### src/rtl/pipelined_control_unit.sv
// ID/EX control stage: decodes class flags + funct into a registered control bundle and
// holds EX for multi-cycle MULT/DIV. Define PCU_ILLEGAL_TRAP_EN to add the o_illegal pulse.
module pipelined_control_unit #(
  parameter int MUL_LATENCY = 4,
  parameter int DIV_LATENCY = 8
) (
  input  logic       i_clk,
  input  logic       i_reset,
  input  logic       i_valid,
  input  logic [5:0] i_funct,
  input  logic       i_flg_pc_modify,
  input  logic       i_flg_link_ret,
  input  logic       i_flg_inmediate,
  input  logic       i_flg_mem_op,
  input  logic       i_flg_mem_type,
  input  logic [1:0] i_flg_addr_type,
  input  logic       i_hazard_detected,
  input  logic       i_flush,
  output logic       o_valid,
  output logic [1:0] o_flg_ALU_src_a,
  output logic       o_flg_ALU_src_b,
  output logic [1:0] o_flg_ALU_dst,
  output logic [3:0] o_ALU_opcode,
  output logic       o_flg_AGU_src_addr,
  output logic [2:0] o_flg_AGU_opcode,
  output logic       o_flg_jump,
  output logic       o_flg_branch,
  output logic       o_flg_reg_wr_en,
  output logic       o_flg_mem_wr_en,
  output logic       o_flg_wb_src,
  output logic       o_flg_jmp_trg_reg,
  output logic [1:0] o_extend_sign,
  output logic       o_ex_hold,
  output logic       o_stall_req
`ifdef PCU_ILLEGAL_TRAP_EN
  ,
  output logic       o_illegal
`endif
);

  localparam int MAX_LAT = (MUL_LATENCY > DIV_LATENCY) ? MUL_LATENCY : DIV_LATENCY;
  localparam int CNT_W   = $clog2(MAX_LAT) + 1;
  localparam logic [CNT_W-1:0] MUL_CNT = CNT_W'(MUL_LATENCY - 1);
  localparam logic [CNT_W-1:0] DIV_CNT = CNT_W'(DIV_LATENCY - 1);

  localparam logic [3:0] OP_SRL  = 4'b0000, OP_SLL = 4'b0001, OP_SRA = 4'b0010;
  localparam logic [3:0] OP_PASS = 4'b0011, OP_ADD = 4'b0100, OP_SUB = 4'b0101;
  localparam logic [3:0] OP_AND  = 4'b0110, OP_OR  = 4'b0111, OP_XOR = 4'b1000;
  localparam logic [3:0] OP_NOR  = 4'b1001, OP_SLT = 4'b1010, OP_CMP = 4'b1011;
  localparam logic [3:0] OP_SADD = 4'b1100, OP_MUL = 4'b1101, OP_DIV = 4'b1110;

  typedef struct packed {
    logic [1:0] src_a;
    logic       src_b;
    logic [1:0] dst;
    logic [3:0] alu_op;
    logic       agu_src;
    logic [2:0] agu_op;
    logic       jump;
    logic       branch;
    logic       wr_en;
    logic       mem_wr_en;
    logic       wb_src;
    logic       jmp_trg_reg;
    logic [1:0] ext;
  } ctrl_t;

  typedef enum logic {S_IDLE, S_MULTI} state_t;

  ctrl_t            ctrl_d, ctrl_q;
  logic             dec_ok_d, dec_multi_d;
  logic [CNT_W-1:0] dec_cnt_d, cnt_q;
  logic             valid_q;
  state_t           state_q;
  logic [5:0]       key;

  assign key = {i_flg_pc_modify, i_flg_link_ret, i_flg_addr_type, i_flg_inmediate, i_flg_mem_op};

  always_comb begin
    ctrl_d      = '0;
    dec_ok_d    = 1'b1;
    dec_multi_d = 1'b0;
    dec_cnt_d   = '0;
    casez (key)
      6'b0???0?: begin
        ctrl_d.src_a  = 2'b01;
        ctrl_d.dst    = 2'b01;
        ctrl_d.wr_en  = 1'b1;
        ctrl_d.wb_src = 1'b1;
        case (i_funct)
          6'b000000: begin ctrl_d.alu_op = OP_SLL; ctrl_d.src_b = 1'b1; end
          6'b000010: begin ctrl_d.alu_op = OP_SRL; ctrl_d.src_b = 1'b1; end
          6'b000011: begin ctrl_d.alu_op = OP_SRA; ctrl_d.src_b = 1'b1; end
          6'b000100: ctrl_d.alu_op = OP_SLL;
          6'b000110: ctrl_d.alu_op = OP_SRL;
          6'b000111: ctrl_d.alu_op = OP_SRA;
          6'b100000, 6'b100001: ctrl_d.alu_op = OP_ADD;
          6'b100010, 6'b100011: ctrl_d.alu_op = OP_SUB;
          6'b100100: ctrl_d.alu_op = OP_AND;
          6'b100101: ctrl_d.alu_op = OP_OR;
          6'b100110: ctrl_d.alu_op = OP_XOR;
          6'b100111: ctrl_d.alu_op = OP_NOR;
          6'b101010, 6'b101011: ctrl_d.alu_op = OP_SLT;
          6'b011000: begin ctrl_d.alu_op = OP_MUL; dec_multi_d = 1'b1; dec_cnt_d = MUL_CNT; end
          6'b011010: begin ctrl_d.alu_op = OP_DIV; dec_multi_d = 1'b1; dec_cnt_d = DIV_CNT; end
          default:   dec_ok_d = 1'b0;
        endcase
      end
      6'b100000, 6'b110000: begin
        ctrl_d.jump        = 1'b1;
        ctrl_d.jmp_trg_reg = 1'b1;
        if (i_flg_link_ret) begin
          ctrl_d.alu_op = OP_PASS;
          ctrl_d.dst    = 2'b01;
          ctrl_d.wr_en  = 1'b1;
          ctrl_d.wb_src = 1'b1;
        end
      end
      6'b000011: begin
        ctrl_d.agu_op    = 3'b001;
        ctrl_d.alu_op    = OP_PASS;
        ctrl_d.src_a     = 2'b01;
        ctrl_d.mem_wr_en = i_flg_mem_type;
        ctrl_d.wr_en     = ~i_flg_mem_type;
        ctrl_d.wb_src    = i_flg_mem_type;
      end
      6'b000010: begin
        ctrl_d.src_a  = 2'b11;
        ctrl_d.wr_en  = 1'b1;
        ctrl_d.wb_src = 1'b1;
        case (i_funct[2:0])
          3'b000:  ctrl_d.alu_op = OP_SADD;
          3'b100:  ctrl_d.alu_op = OP_AND;
          3'b101:  ctrl_d.alu_op = OP_OR;
          3'b110:  ctrl_d.alu_op = OP_XOR;
          3'b010:  ctrl_d.alu_op = OP_SLT;
          3'b111:  begin ctrl_d.alu_op = OP_PASS; ctrl_d.ext = 2'b10; end
          default: dec_ok_d = 1'b0;
        endcase
      end
      6'b101010: begin
        ctrl_d.alu_op  = OP_CMP;
        ctrl_d.src_a   = 2'b01;
        ctrl_d.branch  = 1'b1;
        ctrl_d.agu_src = 1'b1;
        ctrl_d.agu_op  = 3'b010;
      end
      6'b1?0100: begin
        ctrl_d.dst     = 2'b11;
        ctrl_d.alu_op  = OP_PASS;
        ctrl_d.agu_src = 1'b1;
        ctrl_d.agu_op  = 3'b011;
        ctrl_d.jump    = 1'b1;
        ctrl_d.wr_en   = i_flg_link_ret;
        ctrl_d.wb_src  = 1'b1;
      end
      default: dec_ok_d = 1'b0;
    endcase
  end

  // Bubbles clear only the side-effecting bits; the rest of the bundle is left as it was.
  always_ff @(posedge i_clk or posedge i_reset) begin
    if (i_reset) begin
      state_q <= S_IDLE;
      cnt_q   <= '0;
      valid_q <= 1'b0;
      ctrl_q  <= '0;
`ifdef PCU_ILLEGAL_TRAP_EN
      o_illegal <= 1'b0;
`endif
    end else begin
`ifdef PCU_ILLEGAL_TRAP_EN
      o_illegal <= 1'b0;
`endif
      if (i_flush) begin
        state_q          <= S_IDLE;
        cnt_q            <= '0;
        valid_q          <= 1'b0;
        ctrl_q.jump      <= 1'b0;
        ctrl_q.branch    <= 1'b0;
        ctrl_q.wr_en     <= 1'b0;
        ctrl_q.mem_wr_en <= 1'b0;
      end else if (state_q == S_MULTI) begin
        if (cnt_q == CNT_W'(1)) state_q <= S_IDLE;
        cnt_q <= cnt_q - 1'b1;
      end else if (i_hazard_detected || !i_valid || !dec_ok_d) begin
        valid_q          <= 1'b0;
        ctrl_q.jump      <= 1'b0;
        ctrl_q.branch    <= 1'b0;
        ctrl_q.wr_en     <= 1'b0;
        ctrl_q.mem_wr_en <= 1'b0;
`ifdef PCU_ILLEGAL_TRAP_EN
        o_illegal <= i_valid && !i_hazard_detected && !dec_ok_d;
`endif
      end else begin
        valid_q <= 1'b1;
        ctrl_q  <= ctrl_d;
        if (dec_multi_d && dec_cnt_d != '0) begin
          state_q <= S_MULTI;
          cnt_q   <= dec_cnt_d;
        end
      end
    end
  end

  assign o_valid            = valid_q;
  assign o_flg_ALU_src_a    = ctrl_q.src_a;
  assign o_flg_ALU_src_b    = ctrl_q.src_b;
  assign o_flg_ALU_dst      = ctrl_q.dst;
  assign o_ALU_opcode       = ctrl_q.alu_op;
  assign o_flg_AGU_src_addr = ctrl_q.agu_src;
  assign o_flg_AGU_opcode   = ctrl_q.agu_op;
  assign o_flg_jump         = ctrl_q.jump;
  assign o_flg_branch       = ctrl_q.branch;
  assign o_flg_reg_wr_en    = ctrl_q.wr_en;
  assign o_flg_mem_wr_en    = ctrl_q.mem_wr_en;
  assign o_flg_wb_src       = ctrl_q.wb_src;
  assign o_flg_jmp_trg_reg  = ctrl_q.jmp_trg_reg;
  assign o_extend_sign      = ctrl_q.ext;
  assign o_ex_hold          = (state_q == S_MULTI);
  assign o_stall_req        = (state_q == S_MULTI);

endmodule

### config.mk
export PLATFORM = sky130hd
export DESIGN_NAME = pipelined_control_unit
export DESIGN_NICKNAME = d
export VERILOG_FILES = /design/src/rtl/pipelined_control_unit.sv
export SDC_FILE = /design/constraint.sdc
export NUM_CORES = 1
export LEC_CHECK = 0
export ABC_AREA = 1
export CAP_MARGIN = 20
export CORE_UTILIZATION = 40
export DETAILED_ROUTE_END_ITERATION = 8
export PLACE_DENSITY = 0.82
export SETUP_SLACK_MARGIN = 0.3
export SYNTH_ARGS = -nofsm -noshare
export SYNTH_HDL_FRONTEND = slang
export SYNTH_SLANG_ARGS = --single-unit
### constraint.sdc
create_clock -name i_clk -period 1.2 [get_ports i_clk]
set_input_delay 0.12 -clock i_clk [delete_from_list [all_inputs] [get_ports i_clk]]
set_output_delay 0.12 -clock i_clk [all_outputs]
set_load 0.005 [all_outputs]
==> flow_summary.json <==
{
  "outcome": "finished with violations",
  "violations": "negative setup slack",
  "final_common_cell": "buf_4",
  "drv_cap": 0,
  "first_pass_iters": 6,
  "gp_congestion": 0.863,
  "synthXorXnorAreaFrac_pct": 1.15,
  "die_area_um2": 4050,
  "start_util_pct": 41.5,
  "whs_ps": 178,
  "grt_max_degree": 26,
  "cts_tree": "built",
  "dieHeight_um": 63.7,
  "first_global_vias": 2152,
  "ant_nets": 0,
  "path_common_cell": "nand2_1",
  "clock.fmax_mhz": 697,
  "core_area_um2": 3660,
  "drc_errors": 0,
  "initialDrtViolationCount": 248,
  "critPathCaptureType": "register",
  "startpoint": "i_flg_pc_modify",
  "reg2reg_slack_ps": -140,
  "hp-class": "primary input to asynchronous set/reset pin",
  "yosysSeqAreaShare_pct": 41.2,
  "fp.dieW_um": 63.7,
  "syn_inst": 213,
  "cts_buffers": 3,
  "clkTransAtPathRegs_ps": 110,
  "grt_first_pass_wirelength_um": 10700,
  "area_growth_pct": 103,
  "cellPowerDensity_nw_per_um2": 695,
  "setup_violations": 25,
  "place_hpwl_um": 3140,
  "rsz0062_at_grt": "true",
  "final_net_count": 370,
  "power.total_mw": 2.14,
  "critPathMaxStageDelay_ps": 360,
  "cp_cell_sequence": "buf_2, buf_6, nand4_1, buf_4, nand2_1, or2_2, a31oi_4, nand2_2, nand2_1, nand2_1",
  "cp_max_fo": 4,
  "hold_viol_final": 0,
  "slew_viol_final": 0,
  "fin_setup_tns_ps": -3850,
  "via_count": 2261,
  "drt-total-wl_um": 7880,
  "cp_data_arrival_time_ps": 1610,
  "drive_gt1_share_pct": 63.3,
  "ir_worst_vdd_mv": 0.478,
  "r2r_cells": 5,
  "muxShareOfSynthArea_pct": 0,
  "utilization_pct": 84.3,
  "cts_num_sinks": 25,
  "clock_latency_ps": 290,
  "timing.final.crit_period_ps": 1430,
  "multi_input_area_um2": 1130,
  "syn_area_um2": 1520,
  "io_buffers": 39,
  "ff_latch_area_um2": 627,
  "placed_area_um2": 2260,
  "overflow": 0,
  "cts_max_level": 1,
  "critPathKind": "primary input to register",
  "via_per_inst": 5.70,
  "layout_setup_ws_ps": -235,
  "synth-adder-area-share_pct": 1.65,
  "startpoint_type": "primary input",
  "n_antenna_cell": 0,
  "layout_common_cells": "buf_4, nand2_1, buf_2, dfrtp_1",
  "skew_ps": 14.2,
  "synth_warnings": 0,
  "r2r-end": "o_flg_ALU_src_a[0]",
  "cts_buffer_depth": 2,
  "fin_crit_sh_pct": 120,
  "synth_cell_types": 32,
  "synth_compound_area_share_pct": 9.63,
  "synth_top_family_by_area": "simple AND/OR/NAND/NOR gates",
  "p_leak_nw": 1.64,
  "final_area_um2": 3090,
  "ys_seq_elements": 25,
  "synth_simple_gate_area_share_pct": 37.7,
  "placementRows": 22,
  "fillers": 194,
  "hold_buffers": 0,
  "track_usage_pct": 34.9,
  "cts_root_buf": "clkbuf_8",
  "num_io_pins": 42,
  "post_drt_wl_per_cell_um": 19.8,
  "antenna_found_initial": 0,
  "crit_required_ps": 1370,
  "r2r_start": "o_ex_hold",
  "cp_slowest_cell": "or2_2",
  "synth.avg_cell_area_um2": 7.14
}
[where the power goes]
part	internal, mW	switching [mW]	leakage, nW
registers	0.882	0.0281	0.344
logic	0.333	0.338	1.27
clock network	0.245	0.318	0.0261
total	1.46	0.684	1.64
[cell usage after synthesis]
cell type	instances	area, µm²
nor3b_1	1	7.51
clkbuf_2	1	5.00
xnor2_1	1	8.76
nor3_1	2	10.0
inv_2	2	7.51
a21oi_1	4	20.0
nand2_2	1	6.26
nor2_2	2	12.5
inv_1	18	67.6
buf_6	2	22.5
o21ai_0	14	70.1
ha_1	2	25.0
a211oi_1	2	15.0
o21ai_2	1	8.76
nand3_1	23	115
conb_1	1	3.75
a31oi_1	1	6.26
nor2_4	1	11.3
or2_2	2	12.5
nand3_2	2	20.0
clkbuf_1	1	3.75
o22ai_2	1	12.5
o211ai_1	1	7.51
nand3b_1	1	7.51
nor4_1	1	6.26
dfrtp_1	25	626
buf_4	3	22.5
o22ai_1	1	6.26
nor2_1	27	101
xor2_1	1	8.76
nand2_1	65	244
nand4_1	3	18.8
[metal layers]
metal	part of all wire (%)	GRT usage, %
met1	36	40.8
met2	49	60.9
met3	8.1	5.07
met4	6.8	18.5
met5	0	0
[through the flow]
stage	setup slack, ps	instances
2_1_floorplan	-58.8	214
3_3_place_gp	-679	334
3_5_place_dp	-696	334
4_1_cts	-43.8	388
5_1_grt	-320	397
6_report	-235	397
[layout make-up]
type | count | area share [%]
Tap cell | 48 | 1.95
Sequential cell | 25 | 20.3
Clock inverter | 1 | 0.284
Multi-Input combinational cell | 162 | 36.7
Clock buffer | 3 | 1.34
Inverter | 20 | 2.92
Timing Repair Buffer | 138 | 36.5
[worst max-delay path, delay by kind of cell]
family / cells / cell delay, ps
and+or+nand+nor: 6 / 880
AOI/OAI and AO/OA: 1 / 160
buffers and inverters: 3 / 440
[logic make-up after synthesis]
kind of cell             after synthesis
other                                  1
buffers and inverters                 27
AND/OR/NAND/NOR                      131
AO/OA/AOI/OAI                         25
flip-flops                            25
adder cells (fa/ha/maj)                2
XOR/XNOR                               2
[timing repair]
| action | in CTS | in global routing |
|---|---|---|
| resized for setup | 213 | 44 |
| pin swaps | 27 | 23 |
| endpoints found under the setup margin | 47 | 47 |
| endpoints found under the hold margin | 0 | 0 |
| buffers inserted | 47 | 9 |
| cloned | 3 | 0 |
[how the worst max path moves through the flow]
stage               cells past startpoint                  end
floorplan                              13  o_flg_AGU_opcode[1]
global placement                       12    o_flg_jmp_trg_reg
detailed placement                     13   o_flg_ALU_src_a[1]
CTS                                    14   o_flg_ALU_src_a[1]
global route                           14      o_ALU_opcode[1]
finish                                 10      o_ALU_opcode[0]
Power figures use the tool's default switching activity.
